## src/rtl/tone_dir_qualifier.sv

```systemverilog
// tone_dir_qualifier: qualifies one of NUM_CH tone-present flags and presents it
// as a direction code {stop, ch} until acknowledged or a hold window expires.
// Optional feature macro: TONE_DET_AMBIG_REJECT_EN (reject simultaneous tones).
// Handshake: dir_valid is high exactly while a direction is presented; the
// consumer raises dir_ack to accept it. dir_ack is only sampled while
// dir_valid is high, and a sampled ack ends the presentation on that edge.
module tone_dir_qualifier #(
    parameter int NUM_CH      = 4,
    parameter int CNT_W       = 32,
    parameter int QUAL_CYCLES = 12_500_000,
    parameter int HOLD_CYCLES = 50_000_000,
    parameter int DROP_CYCLES = 0,
    localparam int DIR_W      = $clog2(NUM_CH)
) (
    input  logic              clk,
    input  logic              rst_n,
    input  logic [NUM_CH-1:0] tone_in,
    input  logic              dir_ack,
    output logic [DIR_W:0]    td_dir,
    output logic              dir_valid,
    output logic              ambig_err
);

    localparam int MAX_QH  = (QUAL_CYCLES > HOLD_CYCLES) ? QUAL_CYCLES : HOLD_CYCLES;
    localparam int MAX_CNT = (MAX_QH > DROP_CYCLES) ? MAX_QH : DROP_CYCLES;

    // Parameter sanity checks at elaboration time.
    if (NUM_CH < 2) begin : g_chk_num_ch
        $error("tone_dir_qualifier: NUM_CH must be >= 2");
    end
    if (QUAL_CYCLES < 1) begin : g_chk_qual
        $error("tone_dir_qualifier: QUAL_CYCLES must be >= 1");
    end
    if (HOLD_CYCLES < 1) begin : g_chk_hold
        $error("tone_dir_qualifier: HOLD_CYCLES must be >= 1");
    end
    if ((CNT_W < 1) || ((MAX_CNT >> CNT_W) != 0)) begin : g_chk_cnt_w
        $error("tone_dir_qualifier: CNT_W too narrow for the configured cycle counts");
    end

    localparam logic [CNT_W-1:0] QUAL_LIM  = CNT_W'(QUAL_CYCLES);
    localparam logic [CNT_W-1:0] HOLD_LAST = CNT_W'(HOLD_CYCLES - 1);
    localparam logic [CNT_W-1:0] DROP_LIM  = CNT_W'(DROP_CYCLES);
    localparam logic [CNT_W-1:0] CNT_ONE   = CNT_W'(1);
    localparam logic [DIR_W:0]   STOP_CODE = {1'b1, {DIR_W{1'b0}}};

    typedef enum logic [2:0] {
        S_IDLE     = 3'd0,
        S_QUALIFY  = 3'd1,
        S_DETECTED = 3'd2,
        S_HOLD     = 3'd3,
        S_REARM    = 3'd4
    } state_t;

    state_t             state_q, state_d;
    logic [DIR_W-1:0]   cand_q, cand_d;
    logic [CNT_W-1:0]   qual_cnt_q, qual_cnt_d;
    logic [CNT_W-1:0]   drop_cnt_q, drop_cnt_d;
    logic [CNT_W-1:0]   hold_cnt_q, hold_cnt_d;
    logic [DIR_W:0]     td_dir_q, td_dir_d;
    logic               dir_valid_q, dir_valid_d;
    logic               ambig_err_q, ambig_err_d;

    logic [DIR_W-1:0]   low_idx;
    logic               cand_hit;
    logic               ambig_idle;
    logic               ambig_qual;

    // Lowest asserted channel index (lowest index wins on a tie).
    always_comb begin
        low_idx = '0;
        for (int i = NUM_CH - 1; i >= 0; i--) begin
            if (tone_in[i]) begin
                low_idx = DIR_W'(i);
            end
        end
    end

    assign cand_hit = tone_in[cand_q];

`ifdef TONE_DET_AMBIG_REJECT_EN
    logic [NUM_CH-1:0] other_bits;
    logic              multi_hot;

    // Ambiguity detection: more than one tone at capture, or a foreign tone while qualifying.
    always_comb begin
        multi_hot  = ((tone_in & (tone_in - NUM_CH'(1))) != '0);
        other_bits = tone_in & ~(NUM_CH'(1) << cand_q);
        ambig_idle = multi_hot;
        ambig_qual = (other_bits != '0);
    end
`else
    assign ambig_idle = 1'b0;
    assign ambig_qual = 1'b0;
`endif

    // Next-state and registered-output computation.
    always_comb begin
        state_d     = state_q;
        cand_d      = cand_q;
        qual_cnt_d  = qual_cnt_q;
        drop_cnt_d  = drop_cnt_q;
        hold_cnt_d  = hold_cnt_q;
        td_dir_d    = td_dir_q;
        dir_valid_d = dir_valid_q;
        ambig_err_d = 1'b0;

        case (state_q)
            S_IDLE: begin
                qual_cnt_d = '0;
                drop_cnt_d = '0;
                hold_cnt_d = '0;
                if (ambig_idle) begin
                    ambig_err_d = 1'b1;
                    state_d     = S_REARM;
                end else if (tone_in != '0) begin
                    // The capture sample is the first qualifying sample.
                    cand_d     = low_idx;
                    qual_cnt_d = CNT_ONE;
                    state_d    = S_QUALIFY;
                end
            end

            S_QUALIFY: begin
                if (ambig_qual) begin
                    ambig_err_d = 1'b1;
                    qual_cnt_d  = '0;
                    drop_cnt_d  = '0;
                    state_d     = S_REARM;
                end else if (qual_cnt_q == QUAL_LIM) begin
                    state_d = S_DETECTED;
                end else if (cand_hit) begin
                    qual_cnt_d = qual_cnt_q + CNT_ONE;
                    drop_cnt_d = '0;
                end else if (drop_cnt_q == DROP_LIM) begin
                    // Dropout run exceeded the tolerance: abandon this candidate.
                    qual_cnt_d = '0;
                    drop_cnt_d = '0;
                    state_d    = S_IDLE;
                end else begin
                    drop_cnt_d = drop_cnt_q + CNT_ONE;
                end
            end

            S_DETECTED: begin
                td_dir_d    = {1'b0, cand_q};
                dir_valid_d = 1'b1;
                hold_cnt_d  = '0;
                qual_cnt_d  = '0;
                drop_cnt_d  = '0;
                state_d     = S_HOLD;
            end

            S_HOLD: begin
                // Expiry and ack on the same edge collapse into one exit.
                if ((hold_cnt_q == HOLD_LAST) || dir_ack) begin
                    td_dir_d    = STOP_CODE;
                    dir_valid_d = 1'b0;
                    hold_cnt_d  = '0;
                    state_d     = S_REARM;
                end else begin
                    hold_cnt_d = hold_cnt_q + CNT_ONE;
                end
            end

            S_REARM: begin
                qual_cnt_d = '0;
                drop_cnt_d = '0;
                hold_cnt_d = '0;
                // Wait for every tone to disappear so a lingering tone cannot re-trigger.
                if (tone_in == '0) begin
                    state_d = S_IDLE;
                end
            end

            default: begin
                td_dir_d    = STOP_CODE;
                dir_valid_d = 1'b0;
                qual_cnt_d  = '0;
                drop_cnt_d  = '0;
                hold_cnt_d  = '0;
                state_d     = S_IDLE;
            end
        endcase
    end

    // State, counters and outputs; async reset returns everything to STOP/IDLE.
    always_ff @(posedge clk or negedge rst_n) begin
        if (!rst_n) begin
            state_q     <= S_IDLE;
            cand_q      <= '0;
            qual_cnt_q  <= '0;
            drop_cnt_q  <= '0;
            hold_cnt_q  <= '0;
            td_dir_q    <= STOP_CODE;
            dir_valid_q <= 1'b0;
            ambig_err_q <= 1'b0;
        end else begin
            state_q     <= state_d;
            cand_q      <= cand_d;
            qual_cnt_q  <= qual_cnt_d;
            drop_cnt_q  <= drop_cnt_d;
            hold_cnt_q  <= hold_cnt_d;
            td_dir_q    <= td_dir_d;
            dir_valid_q <= dir_valid_d;
            ambig_err_q <= ambig_err_d;
        end
    end

    assign td_dir    = td_dir_q;
    assign dir_valid = dir_valid_q;
    assign ambig_err = ambig_err_q;

endmodule

```

## config.mk

```make
export PLATFORM = sky130hd
export DESIGN_NAME = tone_dir_qualifier
export DESIGN_NICKNAME = d
export VERILOG_FILES = /design/src/rtl/tone_dir_qualifier.sv
export SDC_FILE = /design/constraint.sdc
export NUM_CORES = 1
export LEC_CHECK = 0
export CORE_MARGIN = 10
export CORE_UTILIZATION = 40
export DETAILED_ROUTE_END_ITERATION = 10
export PLACE_DENSITY = 0.64
export SLEW_MARGIN = 20
export SYNTH_ARGS = -nofsm -noshare
export SYNTH_HDL_FRONTEND = slang
export SYNTH_SLANG_ARGS = --single-unit
```

## constraint.sdc

```tcl
create_clock -name clk -period 3.5 [get_ports clk]
set_clock_uncertainty 0.2 [all_clocks]
set_input_delay 0.7 -clock clk [delete_from_list [all_inputs] [get_ports clk]]
set_output_delay 0.7 -clock clk [all_outputs]
set_load 0.05 [all_outputs]
```

==> summary.txt, run 1 <==
Initial DRC Count = 525
Via count = 4,962
Worst EP required = 3.54 ns
Static leakage = 2.46 nW
Synthesized cell area = 0.00583 mm²
Final Instance Area = 0.00644 mm²
Syn avg cell area = 9.08 µm²
Top_reg_cell synth = dfrtp_1
Outcome = complete, no violations
Crit path time final = 3.02 ns
Share of layout cells above drive strength 1 = 7.19%
Reg clk slew, reported paths = 0.07 ns
Total track usage = 13.9%
Yosys warning total = 0
Final worst path period share = 86.2%
Crit path launch = tone_in[3]
CTS Buf Count = 9
Number of diodes = 0
TritonCTS clock tree = yes
Most frequent cells in the layout = 104 x dfrtp_1, 68 x nor2_1, 61 x o21ai_0
Synth cell types = 60
Fin Hold WS = 0.158 ns
Setup crit end kind = flop
Hold Fails Final Rpt = 0
Die height = 141 µm
DP Area = 0.00614 mm²
Worst rel slew slack = 51.5%
Critical path type = input pin to flop
Dpl cells = 822
RR Startpoint = drop_cnt_q[0]
Fillers = 1,386
Die Area = 0.0198 mm²
Critical-path top delay cell = mux4_2
Clk Latency, worst-skew pair = 0.36 ns
R2R setup slack = 0.51 ns
Fin nets = 661
Peak supply drop = 0.000255 V
Antenna violations before repair = 0
CP arrival = 3.06 ns
Placer Congestion = 0.844
CP peak stage delay = 0.56 ns
Setup Fix Bufs, Post-CTS = 0
CP Max Fanout = 12
Yosys reg bits = 105
ANT nets after route = 0
Slew @ Worst Pin = 0.725 ns
CTS Hold Buffers Added = 0
Max frequency = 331 MHz
Vias/cell = 5.92
Floorplan core area = 0.0144 mm²
Worst Hold Class = input pin to async pin
Most common cell after layout, fill and taps aside = dfrtp_1
Layout area overhead = 10.4%
Number of synthesized flops with an enable pin = 0
Register area share after synthesis = 45.1%
Starting Density = 40.4%
Worst Reg-to-Reg Cells = 9
Port bufs = 10
CTS Buffer Depth = 2
Worst reg2reg path endpoint = qual_cnt_q[16]
Post_cts resized = 0
Row Count = 44
Critical path destination = drop_cnt_q[16]
RSZ-0062 raised after global routing = false
Ports = 12
Vias in the first global route = 4,783
Post-DP HPWL = 9.49 mm
First-pass GRT wire length = 23.6 mm
Post-synthesis async set-or-reset flop share = 100%
Wirelength per Cell = 16.4 µm
Detailed Routing Iterations Pass 1 = 5
Maxcap violations = 0
Post-synthesis cell count = 642
Final Max Tran Viols = 0
Gr ovfl total = 0
Pwr per Cell Area = 434 mW/mm²
CP startpoint kind = input pin
Power, Total = 0.00279 W
Die X = 141 µm
Final Non-Filler Cells = 838
Overall routed net length = 13.7 mm
DRC Markers = 0
Root buf cell = clkbuf_16
Largest net degree at the start of global routing = 60
Final setup fails = 0
Syn nets = 654
CP Cell Sequence = clkdlybuf4s50_1 > mux4_2 > nor3_1 > o21a_1 > nand2_1 > o41ai_1
Clock Sinks = 105
Htree depth = 3
Setup TNS = 0 ns
## flip-flops by register name, indices dropped and copies added (netlist names)
register	cells
td_dir	3
dir_valid	1
drop_cnt_q	32
qual_cnt_q	32
state_q	3
cand_q	2
hold_cnt_q	32
## logic make-up after synthesis
kind of cell,synth area share (%)
AOI/OAI and AO/OA,17.7
xor gates and xnor gates,5.86
adders and majority gates,1.07
buffers and inverters,2.87
DFF,45.1
muxes,0.558
other,0.0643
and+or+nand+nor,26.8
## through the flow
step | setup WS, ns | util, %
finish | 0.481 | 44.6
global route | 0.302 | 44.6
CTS | 0.393 | 44.6
detailed placement | 0.114 | 42.5
global placement | 0.183 | 42.5
floorplan | 0.868 | -
## Yosys cell counts (5+ instances only)
cell type  number  area, µm²
dfrtp_1       104       2600
nor2_1         68        255
o21ai_0        61        305
nand2_1        50        188
nand3_1        41        205
a21oi_1        36        180
nand4_1        26        163
xnor2_1        25        219
o31ai_1        22        165
nor4_1         15       93.8
buf_2          14       70.1
or3_1          14       87.6
xor2_1         14        123
and3_1         13       81.3
or4_1          12       90.1
inv_1          10       37.5
clkbuf_1        9       33.8
nor3_1          9       45.0
and2_1          8       50.1
and4_1          8       70.1
a211oi_1        7       52.6
a31oi_1         5       31.3
ha_1            5       62.6
nor2b_1         5       31.3
o21a_1          5       37.5
o41ai_1         5       43.8
## worst min-delay path by stage
stage / startpoint / end / slack [ns] / cells past startpoint
floorplan: rst_n / cand_q[0] / 0.20 / 0
global placement: hold_cnt_q[3] / hold_cnt_q[3] / 0.28 / 1
detailed placement: td_dir[2] / td_dir[2] / 0.29 / 2
CTS: rst_n / drop_cnt_q[5] / 0.18 / 1
global route: rst_n / drop_cnt_q[5] / 0.22 / 1
finish: rst_n / drop_cnt_q[5] / 0.16 / 1
## critical path: cells and delay by family
family	cells	cell delay, ns
compound gates	2	0.75
mux	1	0.56
buf+inv	1	0.45
simple gates	2	0.60
## cell type report
cell class                      count  area, µm²  share of cell area, %
Timing Repair Buffer               22        200                   3.11
Inverter                           11       41.3                  0.641
Multi-Input combinational cell    500       3040                   47.2
Clock buffer                       11        243                   3.77
Sequential cell                   105       2630                   40.8
Tap cell                          184        230                   3.58
Clock inverter                      5       55.1                  0.855
## per-layer routing
layer	vias up	GRT usage [%]	wire length, µm
met5	-	0	0
met4	0	5.11	237
met3	18	2.49	561
met2	107	20.9	6140
met1	2427	19.6	6760
li1	2410	-	-
## where the power goes
group	internal, W	total, W	switching (W)
clock	0.000572	0.00103	0.000455
combinational	0.000149	0.000478	0.000329
sequential	0.00124	0.00129	0.0000446
Note: power is estimated with default switching activity, not from simulation.
==> inputs of run 2 (changes only) <==
Settings changed: CELL_PAD_IN_SITES_DETAIL_PLACEMENT set to 0, CELL_PAD_IN_SITES_GLOBAL_PLACEMENT set to 1, CTS_BUF_LIST set to sky130_fd_sc_hd__clkbuf_8, CTS_CLUSTER_SIZE set to 10, PLACE_DENSITY 0.64 to 0.77.
==> run 2 against run 1 <==
Compared with the run above: sequential cell count is the same; cell area shrank 1.9%; highest routed layer unchanged; cell count shrank 0.36%; register-to-register slack lost 0.08 ns; worst hold slack gained 0.020 ns; combinational power is essentially flat; global-route usage grew 0.57 points.
==> summary.txt, run 2 (same netlist as run 1, synthesis figures left out) <==
Maxcap violations = 0
Hold Fails Final Rpt = 0
Row Count = 44
CTS Hold Buffers Added = 0
CP arrival = 3.18 ns
Multi-input gate area = 0.00304 mm²
Clk Latency, worst-skew pair = 0.38 ns
Outcome = complete, no violations
Initial DRC Count = 382
Slew @ Worst Pin = 0.900 ns
CP startpoint kind = flop
Critical path type = flop to flop
CP Max Fanout = 7
Final Non-Filler Cells = 835
Most common cell after layout, fill and taps aside = dfrtp_1
Reg clk slew, reported paths = 0.09 ns
Setup TNS = 0 ns
Final worst path period share = 87.6%
Post-DP HPWL = 9.36 mm
Final setup fails = 0
Largest net degree at the start of global routing = 106
Setup crit end kind = flop
Met1 Use GR = 19.3%
Worst Reg-to-Reg Cells = 9
GR Util met2 = 23.5%
Static leakage = 2.41 nW
Detailed Routing Iterations Pass 1 = 6
Wirelength per Cell = 16.9 µm
Port bufs = 10
Clock Sinks = 105
Fillers = 1,415
Placement Setup Slack = 0.0840 ns
Dpl cells = 820
Peak supply drop = 0.000313 V
Worst Hold Class = input pin to async pin
Biggest regs = drop_cnt_q: 32 flops, hold_cnt_q: 32 flops, qual_cnt_q: 32 flops
Worst EP required = 3.61 ns
Overall routed net length = 14.1 mm
First-pass GRT wire length = 24.4 mm
Worst rel slew slack = 39.5%
Die Area = 0.0198 mm²
Vias/cell = 5.85
Antenna violations before repair = 0
Share of layout cells above drive strength 1 = 6.45%
Root buf cell = clkbuf_8
DRC Markers = 0
Fin nets = 659
R2R setup slack = 0.43 ns
TritonCTS clock tree = yes
Crit path time final = 3.07 ns
Setup ws final = 0.433 ns
CTS Buffer Depth = 2
GRT Max-Usage Layer = met2
Layout area overhead = 8.26%
CTS Buf Count = 9
Htree depth = 3
Starting Density = 40.4%
FF+latch area = 0.00263 mm²
Vias in the first global route = 4,856
Ports = 12
ANT nets after route = 0
Placer Congestion = 0.806
Max frequency = 326 MHz
Final Max Tran Viols = 0
Via count = 4,883
Number of diodes = 0
Worst reg2reg path endpoint = qual_cnt_q[16]
Pwr per Cell Area = 398 mW/mm²
RR Startpoint = drop_cnt_q[0]
Post_cts resized = 0
Gr ovfl total = 0
Util after Layout = 43.8%
GR Layer Usage met3 = 3.43%
Die X = 141 µm
Setup Fix Bufs, Post-CTS = 0
Most frequent cells in the layout = 104 x dfrtp_1, 68 x nor2_1, 61 x o21ai_0
Die height = 141 µm
Total track usage = 14.5%
RSZ-0062 raised after global routing = false
Floorplan core area = 0.0144 mm²
run 2: report_power, final:
part	switching (W)	internal (W)	total, W
registers	0.0000467	0.00124	0.00129
clock network	0.000408	0.000341	0.000749
logic	0.000327	0.000149	0.000475
total	0.000782	0.00173	0.00251
run 2: critical path: stages (launching register included):
cell	delay, ns
dfrtp_1	0.44
inv_1	0.10
ha_1	0.15
nor4b_1	0.27
nand4_1	0.30
o21a_1	0.34
buf_4	0.19
a211oi_1	0.38
or4b_1	0.48
a21oi_1	0.15
run 2: metal layers:
| metal | share of wire (%) | wire length (µm) |
|---|---|---|
| met1 | 48 | 6780 |
| met2 | 48 | 6730 |
| met3 | 3.5 | 492 |
| met4 | 0.78 | 110 |
| met5 | 0 | 0 |
run 2: through the flow:
stage / power (W) / cell area (µm²) / hold WS [ns]
after CTS: 0.00255 / 6310 / 0.206
after global routing: 0.00265 / 6310 / 0.231
after detailed placement: 0.00178 / 6120 / 0.286
after floorplan: 0.00162 / 5830 / 0.204
after global placement: 0.00178 / 6120 / 0.276
final: 0.00251 / 6310 / 0.178
run 2: layout make-up:
| class | count | share of cell area, % |
|---|---|---|
| inverter | 11 | 0.654 |
| clock buffer | 10 | 2.18 |
| multi-input combinational | 500 | 48.2 |
| tap | 184 | 3.65 |
| timing repair buffer | 20 | 2.93 |
| sequential | 105 | 41.6 |
| clock inverter | 5 | 0.793 |
run 2: worst max-delay path by stage:
stage,from,to,cells past startpoint
finish,drop_cnt_q[0],qual_cnt_q[16],9
global route,drop_cnt_q[0],qual_cnt_q[16],9
CTS,drop_cnt_q[0],qual_cnt_q[16],9
detailed placement,tone_in[2],drop_cnt_q[16],6
global placement,tone_in[3],drop_cnt_q[8],6
floorplan,tone_in[3],qual_cnt_q[16],6
